--- config.mk ---
export PLATFORM = sky130hd
export DESIGN_NAME = game_fsm_flat
export DESIGN_NICKNAME = d
export VERILOG_FILES = /design/src/rtl/game_fsm_if.sv /design/src/rtl/game_fsm.sv /design/src/flat_wrapper.sv
export SDC_FILE = /design/constraint.sdc
export NUM_CORES = 1
export LEC_CHECK = 0
export ABC_AREA = 1
export BUFFER_PORTS_ARGS = -buffer_cell sky130_fd_sc_hd__buf_2
export CORE_ASPECT_RATIO = 1.5
export CORE_MARGIN = 2
export CORE_UTILIZATION = 48
export DETAILED_ROUTE_END_ITERATION = 12
export PLACE_DENSITY_LB_ADDON = 0.3
export SLEW_MARGIN = 30
export SYNTH_ARGS = -nofsm -noshare
export SYNTH_HDL_FRONTEND = slang
export SYNTH_SLANG_ARGS = --single-unit
--- constraint.sdc ---
create_clock -name Clk -period 4.3 [get_ports Clk]
set_input_delay 0.86 -clock Clk [delete_from_list [all_inputs] [get_ports Clk]]
set_output_delay 0.86 -clock Clk [all_outputs]
set_load 0.01 [all_outputs]
--- src/rtl/game_fsm_if.sv ---
// Round-controller bus: player/bird/dog event inputs plus the state and HUD counters.
// The master drives events and observes the HUD; the slave is the controller itself.
interface game_fsm_if;
    logic        frame_clk;
    logic        start;
    logic        shot_fired;
    logic        bird_hit;
    logic        bird_landed;
    logic        bird_gone;
    logic        dog_start;
    logic        dog_duck;
    logic [2:0]  state;
    logic [1:0]  shots_left;
    logic [3:0]  round;
    logic [3:0]  ducks_hit;
    logic [15:0] score;
    logic        new_round;

    modport master (
        output frame_clk, start, shot_fired, bird_hit, bird_landed, bird_gone,
               dog_start, dog_duck,
        input  state, shots_left, round, ducks_hit, score, new_round
    );

    modport slave (
        input  frame_clk, start, shot_fired, bird_hit, bird_landed, bird_gone,
               dog_start, dog_duck,
        output state, shots_left, round, ducks_hit, score, new_round
    );
endinterface

--- src/rtl/game_fsm.sv ---
// Duck Hunt round-level controller: sequences dog intro, flight, shooting, escape and
// round end, and keeps the shot/round/hit/score counters shown on the HUD.
module game_fsm #(
    parameter int unsigned SHOTS_PER_ROUND = 3,
    parameter int unsigned ROUNDS_PER_GAME = 10,
    parameter int unsigned FLY_TIMEOUT     = 600,
    parameter int unsigned ESCAPE_FRAMES   = 120,
    parameter int unsigned POINTS_PER_HIT  = 500
) (
    input logic       Clk,
    input logic       Reset,
    game_fsm_if.slave bus
);

    typedef enum logic [2:0] {
        StIdle     = 3'b000,
        StFly      = 3'b001,
        StFall     = 3'b010,
        StEscape   = 3'b011,
        StLaugh    = 3'b100,
        StDogDuck  = 3'b101,
        StDogStart = 3'b110,
        StGameOver = 3'b111
    } state_e;

    localparam logic [1:0]  ShotsInit  = 2'(SHOTS_PER_ROUND);
    localparam logic [3:0]  LastRound  = 4'(ROUNDS_PER_GAME);
    localparam logic [9:0]  FlyLimit   = 10'(FLY_TIMEOUT);
    localparam logic [9:0]  EscLimit   = 10'(ESCAPE_FRAMES);
    localparam logic [16:0] HitPoints  = 17'(POINTS_PER_HIT);

    state_e      state_q, state_d;
    logic [1:0]  shots_q, shots_d;
    logic [3:0]  round_q, round_d;
    logic [3:0]  ducks_q, ducks_d;
    logic [15:0] score_q, score_d;
    logic        new_round_q, new_round_d;
    logic [9:0]  fly_cnt_q, fly_cnt_d;
    logic [9:0]  esc_cnt_q, esc_cnt_d;
    logic        frame_cur_q, frame_prev_q, frame_tick_q;

    logic        valid_shot;
    logic        fly_timeout;
    logic [16:0] score_sum;

    assign valid_shot  = bus.shot_fired && (shots_q != 2'd0);
    assign fly_timeout = frame_tick_q && ((fly_cnt_q + 10'd1) == FlyLimit);
    assign score_sum   = {1'b0, score_q} + HitPoints;

    always_ff @(posedge Clk) begin
        if (Reset) begin
            state_q      <= StIdle;
            shots_q      <= ShotsInit;
            round_q      <= 4'd1;
            ducks_q      <= 4'd0;
            score_q      <= 16'd0;
            new_round_q  <= 1'b0;
            fly_cnt_q    <= 10'd0;
            esc_cnt_q    <= 10'd0;
            frame_cur_q  <= 1'b0;
            frame_prev_q <= 1'b0;
            frame_tick_q <= 1'b0;
        end else begin
            state_q      <= state_d;
            shots_q      <= shots_d;
            round_q      <= round_d;
            ducks_q      <= ducks_d;
            score_q      <= score_d;
            new_round_q  <= new_round_d;
            fly_cnt_q    <= fly_cnt_d;
            esc_cnt_q    <= esc_cnt_d;
            frame_cur_q  <= bus.frame_clk;
            frame_prev_q <= frame_cur_q;
            frame_tick_q <= frame_cur_q & ~frame_prev_q;
        end
    end

    always_comb begin
        state_d   = state_q;
        shots_d   = shots_q;
        round_d   = round_q;
        ducks_d   = ducks_q;
        score_d   = score_q;
        fly_cnt_d = fly_cnt_q;
        esc_cnt_d = esc_cnt_q;

        unique case (state_q)
            StIdle: begin
                if (bus.start) state_d = StDogStart;
            end
            StDogStart: begin
                if (bus.dog_start) begin
                    state_d   = StFly;
                    fly_cnt_d = 10'd0;
                end
            end
            StFly: begin
                if (frame_tick_q) fly_cnt_d = fly_cnt_q + 10'd1;
                if (valid_shot) shots_d = shots_q - 2'd1;
                // A hit outranks both the last miss and a coincident timeout.
                if (valid_shot && bus.bird_hit) begin
                    state_d = StFall;
                    ducks_d = (ducks_q == 4'd15) ? 4'd15 : ducks_q + 4'd1;
                    score_d = score_sum[16] ? 16'hFFFF : score_sum[15:0];
                end else if ((valid_shot && shots_q == 2'd1) || fly_timeout) begin
                    state_d   = StEscape;
                    esc_cnt_d = 10'd0;
                end
            end
            StFall: begin
                if (bus.bird_landed) state_d = StDogDuck;
            end
            StEscape: begin
                if (bus.bird_gone) begin
                    state_d = StLaugh;
                end else if (frame_tick_q) begin
                    if ((esc_cnt_q + 10'd1) == EscLimit) state_d = StLaugh;
                    else esc_cnt_d = esc_cnt_q + 10'd1;
                end
            end
            StLaugh, StDogDuck: begin
                if (bus.dog_duck) begin
                    if (round_q == LastRound) begin
                        state_d = StGameOver;
                    end else begin
                        state_d   = StFly;
                        round_d   = round_q + 4'd1;
                        shots_d   = ShotsInit;
                        fly_cnt_d = 10'd0;
                    end
                end
            end
            StGameOver: begin
                if (bus.start) begin
                    state_d = StDogStart;
                    score_d = 16'd0;
                    ducks_d = 4'd0;
                    round_d = 4'd1;
                    shots_d = ShotsInit;
                end
            end
            default: state_d = StIdle;
        endcase

        new_round_d = (state_d == StFly) && (state_q != StFly);
    end

    assign bus.state      = state_q;
    assign bus.shots_left = shots_q;
    assign bus.round      = round_q;
    assign bus.ducks_hit  = ducks_q;
    assign bus.score      = score_q;
    assign bus.new_round  = new_round_q;

endmodule
--- src/flat_wrapper.sv ---
// flat-port wrapper written by rule: the top's interface ports become plain ports
module game_fsm_flat 
#(
    parameter int unsigned SHOTS_PER_ROUND = 3,
    parameter int unsigned ROUNDS_PER_GAME = 10,
    parameter int unsigned FLY_TIMEOUT     = 600,
    parameter int unsigned ESCAPE_FRAMES   = 120,
    parameter int unsigned POINTS_PER_HIT  = 500
)
  (Clk, Reset, bus_frame_clk, bus_start, bus_shot_fired, bus_bird_hit, bus_bird_landed, bus_bird_gone, bus_dog_start, bus_dog_duck, bus_state, bus_shots_left, bus_round, bus_ducks_hit, bus_score, bus_new_round);
  game_fsm_if bus_i ();
  input logic Clk;
  input logic Reset;
  input wire logic [$bits(bus_i.frame_clk)-1:0] bus_frame_clk;
  input wire logic [$bits(bus_i.start)-1:0] bus_start;
  input wire logic [$bits(bus_i.shot_fired)-1:0] bus_shot_fired;
  input wire logic [$bits(bus_i.bird_hit)-1:0] bus_bird_hit;
  input wire logic [$bits(bus_i.bird_landed)-1:0] bus_bird_landed;
  input wire logic [$bits(bus_i.bird_gone)-1:0] bus_bird_gone;
  input wire logic [$bits(bus_i.dog_start)-1:0] bus_dog_start;
  input wire logic [$bits(bus_i.dog_duck)-1:0] bus_dog_duck;
  output wire logic [$bits(bus_i.state)-1:0] bus_state;
  output wire logic [$bits(bus_i.shots_left)-1:0] bus_shots_left;
  output wire logic [$bits(bus_i.round)-1:0] bus_round;
  output wire logic [$bits(bus_i.ducks_hit)-1:0] bus_ducks_hit;
  output wire logic [$bits(bus_i.score)-1:0] bus_score;
  output wire logic [$bits(bus_i.new_round)-1:0] bus_new_round;
  assign bus_i.frame_clk = bus_frame_clk;
  assign bus_i.start = bus_start;
  assign bus_i.shot_fired = bus_shot_fired;
  assign bus_i.bird_hit = bus_bird_hit;
  assign bus_i.bird_landed = bus_bird_landed;
  assign bus_i.bird_gone = bus_bird_gone;
  assign bus_i.dog_start = bus_dog_start;
  assign bus_i.dog_duck = bus_dog_duck;
  assign bus_state = bus_i.state;
  assign bus_shots_left = bus_i.shots_left;
  assign bus_round = bus_i.round;
  assign bus_ducks_hit = bus_i.ducks_hit;
  assign bus_score = bus_i.score;
  assign bus_new_round = bus_i.new_round;
  game_fsm #(.SHOTS_PER_ROUND(SHOTS_PER_ROUND), .ROUNDS_PER_GAME(ROUNDS_PER_GAME), .FLY_TIMEOUT(FLY_TIMEOUT), .ESCAPE_FRAMES(ESCAPE_FRAMES), .POINTS_PER_HIT(POINTS_PER_HIT)) u_core (.Clk(Clk), .Reset(Reset), .bus(bus_i));
endmodule
# Word-level counts from Yosys, hierarchy flattened
# Index checks and enable logic that the tools add are counted.
# totals
ff_bits,53
inputBits,10
output_inout_bits,30
word_cells,104
# classes
n_addsub,6
n_eq_ne,26
n_mux,39
bitwise,2
reduce_logical,20
# op_table
cell,n
two-way mux 10 bit,9
two-way mux 16 bit,3
case mux 16 bit (2 select lines),1
two-way mux 3 bit,10
case mux 10 bit (3 select lines),1
two-way mux 4 bit,6
"adder 10 x 1 -> 10 bit, second input constant",2
case mux 10 bit (2 select lines),1
case mux 3 bit (6 select lines),1
"adder 16 x 9 -> 17 bit, second input constant",1
case mux 4 bit (2 select lines),2
"inequality test 2 bit, second input constant",7
"equality test 3 bit, second input constant",4
"equality test 10 bit, second input constant",1
"equality test 10 x 7 -> 1 bit, second input constant",1
"inequality test 2 x 1 -> 1 bit, second input constant",5
AND reduction 5 bit,2
"adder 4 x 1 -> 4 bit, second input constant",2
"equality test 4 bit, second input constant",2
two-way mux 2 bit,4
nonzero test 2 bit,4
"equality test 3 x 1 -> 1 bit, second input constant",2
"equality test 3 x 2 -> 1 bit, second input constant",2
case mux 2 bit (3 select lines),1
other kinds (13),19

# Depth between registers and ports, before layout
# Gate-level depths: netlist (run 1).
# depth
ltp_word,9
depth_mapped,15
depth_no_buf,15

# Worst setup path after synthesis (run 1)
# Ideal clock, no wire load.
# synth_path
path_kind,input -> register
startpoint,input bus_shot_fired
endpoint,"register u_core.score_q[13], in the netlist u_core.bus.score[13]"
setup_ns,0.074
arrival_ns,1.889
required_time_ns,4.226
path_slack_ns,2.336
stages,8
n_path_buf,1
path_cell_list,nand2_1 -> nor2_1 -> inv_1 -> nor2_8 -> nand3_2 -> or2_0 -> buf_6 -> a31oi_2
# synth_via
elab_chain_len,4
# synth_lines
element,line_no,rtl
start: declaration,flat_wrapper.sv:16,input wire logic [$bits(bus_i.shot_fired)-1:0] bus_shot_fired;
logical AND 1 bit,game_fsm.sv:46,assign valid_shot = bus.shot_fired && (shots_q != 2'd0);
logical AND 1 bit,game_fsm.sv:101,if (valid_shot && bus.bird_hit) begin
inequality test 2 x 1 -> 1 bit (no source line),-,
AND reduction 3 bit (no source line),-,
end signal: assignment,game_fsm.sv:68,score_q <= score_d;
end: declaration,game_fsm.sv:36,"logic [15:0] score_q, score_d;"
# Every way passes these cells.
# A chain may end at the register's enable or synchronous reset.

# Final worst setup path (run 1)
# layout_path
startpoint,"register u_core.shots_q[0], in the netlist u_core.bus.shots_left[0]"
endpoint,"register u_core.score_q[13], in the netlist u_core.bus.score[13]"
# layout_via
elab_chain_len,5
# layout_lines
element,line_no,rtl
start: declaration,game_fsm.sv:33,"logic [1:0] shots_q, shots_d;"
start signal: assignment,game_fsm.sv:53,shots_q <= ShotsInit;
start signal: assignment,game_fsm.sv:65,shots_q <= shots_d;
nonzero test 2 bit,game_fsm.sv:46,
logical AND 1 bit,game_fsm.sv:46,
logical AND 1 bit,game_fsm.sv:101,
inequality test 2 x 1 -> 1 bit (no source line),-,
AND reduction 3 bit (no source line),-,
# Every way passes these cells.

==> results of run 1 <==
-- state kept, by name, summed over array words and instances, names as in the netlist --
register / count
u_core.bus.score: 15
u_core.esc_cnt_q: 10
u_core.fly_cnt_q: 10
u_core.bus.ducks_hit: 4
u_core.bus.round: 4
u_core.bus.state: 3
u_core.bus.shots_left: 2
u_core.bus.new_round: 1
u_core.frame_cur_q: 1
u_core.frame_prev_q: 1
u_core.frame_tick_q: 1
-- worst register-to-register path: cells and delay by family, from the launching register on --
kind	cells	cell delay (ps)
AO/OA/AOI/OAI	1	250
AND/OR/NAND/NOR	5	1050
flip-flops	1	370
buffers and inverters	3	260
adder cells (fa/ha/maj)	1	190
-- through the flow --
stage	std cells	utilization
final	571	0.550
after global routing	571	0.550
after CTS	571	0.550
after detailed placement	564	0.534
after global placement	564	0.534
after floorplan	461	-
-- placed cells by master (no fill, tap or decap), types with 3 or more instances in the layout --
cell / instances
nor2_2: 3
a31oi_1: 7
a211oi_1: 3
buf_2: 39
o21ai_0: 20
nor3_1: 5
a21oi_1: 27
o21ai_1: 4
inv_1: 55
o21bai_1: 4
ha_1: 9
nand4_1: 8
o211ai_1: 4
nand2_1: 110
a22oi_1: 4
clkbuf_8: 7
nand3_1: 45
inv_2: 5
xor2_1: 3
nor2_1: 58
dfxtp_1: 52
or2_2: 3
-- routing by layer --
| layer | vias to the layer above | track usage | part of all wire |
|---|---|---|---|
| li1 | 1584 | - | - |
| met1 | 1376 | 0.218 | 0.42 |
| met2 | 48 | 0.405 | 0.53 |
| met3 | 14 | 0.0217 | 0.025 |
| met4 | 0 | 0.0814 | 0.022 |
| met5 | - | 0 | 0 |
-- power by group through the flow --
stage               logic (mW)  registers [mW]  clock network, mW
detailed placement       0.308           0.571                  0
floorplan                0.219           0.575                  0
CTS                      0.308           0.560              0.311
global route             0.347           0.565              0.327
global placement         0.303           0.570                  0
finish                   0.305           0.560              0.301
-- how the worst min path moves through the flow --
stage | depth (start not counted) | endpoint | slack [ps] | start
2_1_floorplan | 1 | u_core.frame_tick_q | 370 | u_core.frame_prev_q
3_3_place_gp | 1 | u_core.frame_tick_q | 380 | u_core.frame_prev_q
3_5_place_dp | 1 | u_core.frame_tick_q | 390 | u_core.frame_prev_q
4_1_cts | 1 | u_core.frame_tick_q | 420 | u_core.frame_prev_q
5_1_grt | 1 | u_core.frame_tick_q | 430 | u_core.frame_prev_q
6_report | 1 | u_core.frame_tick_q | 410 | u_core.frame_prev_q
-- area by class of cell --
cell class | instances | share of cell area
Multi-Input combinational cell | 338 | 0.512
Sequential cell | 52 | 0.307
Inverter | 61 | 0.0682
Timing Repair Buffer | 39 | 0.0575
Clock buffer | 7 | 0.0284
Tap cell | 74 | 0.0273
-- cell families (layout without fill, tap and decap cells) --
family	after synthesis	after routing	synth area share
AOI/OAI and AO/OA	78	78	0.151
xor gates and xnor gates	5	5	0.0143
adders and majority gates	9	9	0.0367
buffers and inverters	71	107	0.0939
DFF	52	52	0.340
and+or+nand+nor	246	246	0.364
==> flow_summary.ini, run 1 <==
[run_status]
status = finished, final reports clean

[setup_path]
startpoint = u_core.bus.shots_left[0]
r2r_cells = 10
slowest_delay_ps = 440
cp-start-kind = flip-flop
reg2reg_to = u_core.bus.score[13]
crit_family = simple AND/OR/NAND/NOR gates
critPathArrivalTime_ps = 2410
required_ps = 4540
path_buf_inv = 3
critPathSlowestCell = or2_0
criticalPathCategory = reg -> reg
cp_max_fo = 19
cp.depth = 10
crit_top_cell = inv_1
endpoint = u_core.bus.score[13]
r2r_setup_slack_ps = 2120
critPathCaptureType = flip-flop
r2r-start = u_core.bus.shots_left[0]
path_cells = inv_1, ha_1, inv_1, nand2_1, nor2_1, inv_1, nor2_8, nand3_2, or2_0, a31oi_2

[timing]
rsz0062_at_grt = false
slew-limit-headroom = 0.584
worst_slack_ps = 2120
finalSetupViolCount = 0
fin_crit_sh = 0.506
drv_slew = 0
timing.fmax_mhz = 459
finalClockSkew_ps = 6.37
finalCriticalPeriod_ps = 2180
setup_tns_ps = 0
final-hold-violation-count = 0
holdWs_ps = 407
worstMarginPinSlew_ps = 623

[grt]
grt_max_degree = 35
grt_first_pass_wirelength_um = 12000
grtUsageTotal = 0.204
first_global_vias = 2824
antenna_found_initial = 0
grt_overflow = 0

[drt]
wl_per_cell_um = 12.2
vias_per_cell = 5.29
num_vias = 3022
remaining_drc_errors = 0
drt_iter0_markers = 84
drt-total-wl_um = 6980
ant_nets = 0
dr.pass1.iters = 4

[clock_tree]
ctsResizeCount = 0
htree_levels = 2
cts_buffer_depth = 2
tritoncts = built
cts-root-buf = clkbuf_8
cts_buffers = 5
clk_pin_slew_ps = 90
cts.hold.buffers_added = 0
post_cts_buffers = 0
cts_sinks = 52
clock_latency_ps = 300

[cells_and_area]
syn_to_final_growth_pct = 10.7
finalNetCount = 516
nFillCells = 618
multi_input_area_um2 = 1740
drive_above_1_share = 0.139
fin_area_um2 = 3390
antenna_cells = 0
seq_area_um2 = 1040

[power_and_ir_drop]
internal-power_mw = 0.762
combPwrFrac = 0.261
power_density_nw_per_um2 = 344
peakVddDrop_mv = 0.176
p_leak_nw = 1.50
power.switching_mw = 0.404
clkPwrFrac = 0.258
pwr-share-seq = 0.480
p_sw_frac = 0.346
power_mw = 1.17

[yosys]
ys_async_sr_fraction = 0
ys_top_cells_by_count = nand2_1 (110), nor2_1 (58), inv_1 (55)
yosysTopAreaCellShare = 0.340
synth.distinct_cells = 42
ys.flop_type = dfxtp_1
syn_area_per_cell_um2 = 6.65
synthCells = 461
syn-cell-area_um2 = 3070
synth-edff-count = 0
yosys.area.top_type = dfxtp_1
yosys_register_bits = 52
ys_seq_area_frac = 0.340
yosys_warnings = 0
yosysMostFrequentCell = nand2_1
yosys-top-cells-area = dfxtp_1 (34%), nand2_1 (13%), nand3_1 (7.3%)
synthesis.nets = 480

[floorplanning]
coreArea_um2 = 6170
start_util = 0.496
die_w_um = 69.3
io_pins = 40
rows = 35
dieArea_um2 = 7050
die_h_um = 102

[place]
place_area_um2 = 3300
place_worst_setup_slack_ps = 1860
numPortBuffers = 39
gp_congestion = 0.903
hpwl_um = 5350

[worst_hold_path]
hold_class = reg -> reg

[flow_run]
cap_violations = 0
Note: power is estimated with default switching activity, not from simulation.
==> run 2: changes to the inputs <==
clock period = 2.2 ns   (was 4.3 ns; I/O delays follow)
==> flow_summary.ini, run 2 (synthesized netlist as in run 1, its figures left out) <==
[power_and_ir_drop]
clkPwrFrac = 0.344
power_density_nw_per_um2 = 745
peakVddDrop_mv = 0.390
combPwrFrac = 0.240
power.switching_mw = 0.827
p_leak_nw = 1.57
internal-power_mw = 1.80
power_mw = 2.63
p_sw_frac = 0.315
pwr-share-seq = 0.416

[floorplanning]
coreArea_um2 = 6170
rows = 35
io_pins = 40
start_util = 0.496
dieArea_um2 = 7050
die_h_um = 102
die_w_um = 69.3

[worst_hold_path]
min_from = bus_frame_clk
hold_class = in -> reg

[drt]
wl_per_cell_um = 12.7
drt_iter0_markers = 117
ant_nets = 0
num_vias = 3034
drt-total-wl_um = 7400
vias_per_cell = 5.22
routed.top_layer = met4
remaining_drc_errors = 0
met3WireLength_um = 181
wl_met2_um = 4080
wl_met1_um = 3000
dr.pass1.iters = 4

[setup_path]
criticalPathCategory = reg -> reg
cp-start-kind = flip-flop
startpoint = u_core.esc_cnt_q[0]
required_ps = 2400
critPathCaptureType = flip-flop
r2r-start = u_core.esc_cnt_q[0]
cp_max_fo = 8
critPathArrivalTime_ps = 2210

[timing]
finalCriticalPeriod_ps = 2010
drv_slew = 0
worstMarginPinSlew_ps = 517
finalSetupViolCount = 0
timing.fmax_mhz = 498
fin_crit_sh = 0.913
slew-limit-headroom = 0.655
rsz0062_at_grt = false
finalClockSkew_ps = 7.78
setup_tns_ps = 0
final-hold-violation-count = 0
worst_slack_ps = 192

[clock_tree]
clk_pin_slew_ps = 100
cts.hold.buffers_added = 0
clock_latency_ps = 310
cts_buffer_depth = 2
post_cts_buffers = 0
cts_sinks = 52
cts-root-buf = clkbuf_8
tritoncts = built
cts_buffers = 5
htree_levels = 2

[place]
gp_congestion = 0.882
hpwl_um = 5470
place_worst_setup_slack_ps = 140
place_area_um2 = 3360
numPortBuffers = 39

[cells_and_area]
layout_commonest_cell = nand2_1
nFillCells = 617
fin_area_um2 = 3530
drive_above_1_share = 0.162
antenna_cells = 0
final_cell_mix = nand2_1 (110), nor2_1 (57), inv_1 (55)
finalNetCount = 525
syn_to_final_growth_pct = 15.1
largest_reg_flops = 15

[run_status]
status = finished, final reports clean

[grt]
grt_max_degree = 34
grt_overflow = 0
grtUsageTotal = 0.218
antenna_found_initial = 0
grt_first_pass_wirelength_um = 12700
first_global_vias = 2892

[flow_run]
cap_violations = 0
-- run 2: cell count changes in the layout (fill, tap and decap cells not counted) --
cell,before,now
buf_4,0,9
bufinv_16,0,3
clkbuf_8,7,5
dfxtp_1,52,50
dfxtp_2,0,2
nor2_1,58,57
nor2_2,3,4
or2_0,1,0
or2_1,1,2
-- run 2: area by class of cell --
cell class,count,area [um2],area share
inverters,61,231,0.0656
well taps,74,92.6,0.0262
clock inverters,3,90.1,0.0255
flip-flops and latches,52,1040,0.296
clock buffers,5,68.8,0.0195
multi-input cells,338,1740,0.493
repair buffers,48,263,0.0745
-- run 2: routing by layer --
layer | GRT usage | vias to the layer above
li1 | - | 1600
met1 | 0.244 | 1367
met2 | 0.421 | 54
met3 | 0.0237 | 13
met4 | 0.0830 | 0
met5 | 0 | -
-- run 2: per-stage QoR --
step / instances / hold slack, ps / utilization
after detailed placement: 573 / 385 / 0.545
after floorplan: 461 / 374 / -
after global routing: 581 / 363 / 0.571
after CTS: 581 / 325 / 0.571
final: 581 / 331 / 0.571
after global placement: 573 / 380 / 0.545
-- run 2: final timing paths --
| kind | to | slack (ps) | depth (start not counted) |
|---|---|---|---|
| setup / recovery | u_core.esc_cnt_q[6] | 190 | 13 |
| hold / removal | u_core.frame_cur_q | 330 | 3 |
| setup reg to reg | u_core.esc_cnt_q[6] | 190 | 13 |
| hold reg to reg | u_core.frame_tick_q | 400 | 1 |
-- run 2: power groups by stage --
| stage | sequential, mW | clock (mW) | combinational (mW) |
|---|---|---|---|
| finish | 1.09 | 0.905 | 0.630 |
| global placement | 1.11 | 0 | 0.627 |
| floorplan | 1.12 | 0 | 0.428 |
| global route | 1.11 | 0.953 | 0.705 |
| CTS | 1.09 | 0.918 | 0.635 |
| detailed placement | 1.12 | 0 | 0.633 |
-- run 2: worst max-delay path, cell delays in order (launching register included) --
cell	delay [ps]
dfxtp_1	360
ha_1	220
nand2_1	130
inv_1	100
nand3_1	70
nand2_1	70
nor2_1	150
nand2_1	70
nor2_1	160
nand2_2	140
nand2_4	140
nand2_4	80
o21ai_1	150
nor2_1	50
-- run 2: timing repair --
| action | in CTS | in global routing |
|---|---|---|
| endpoints found under the setup margin | 0 | 13 |
| endpoints found under the hold margin | 0 | 0 |
| resized for setup | 0 | 4 |
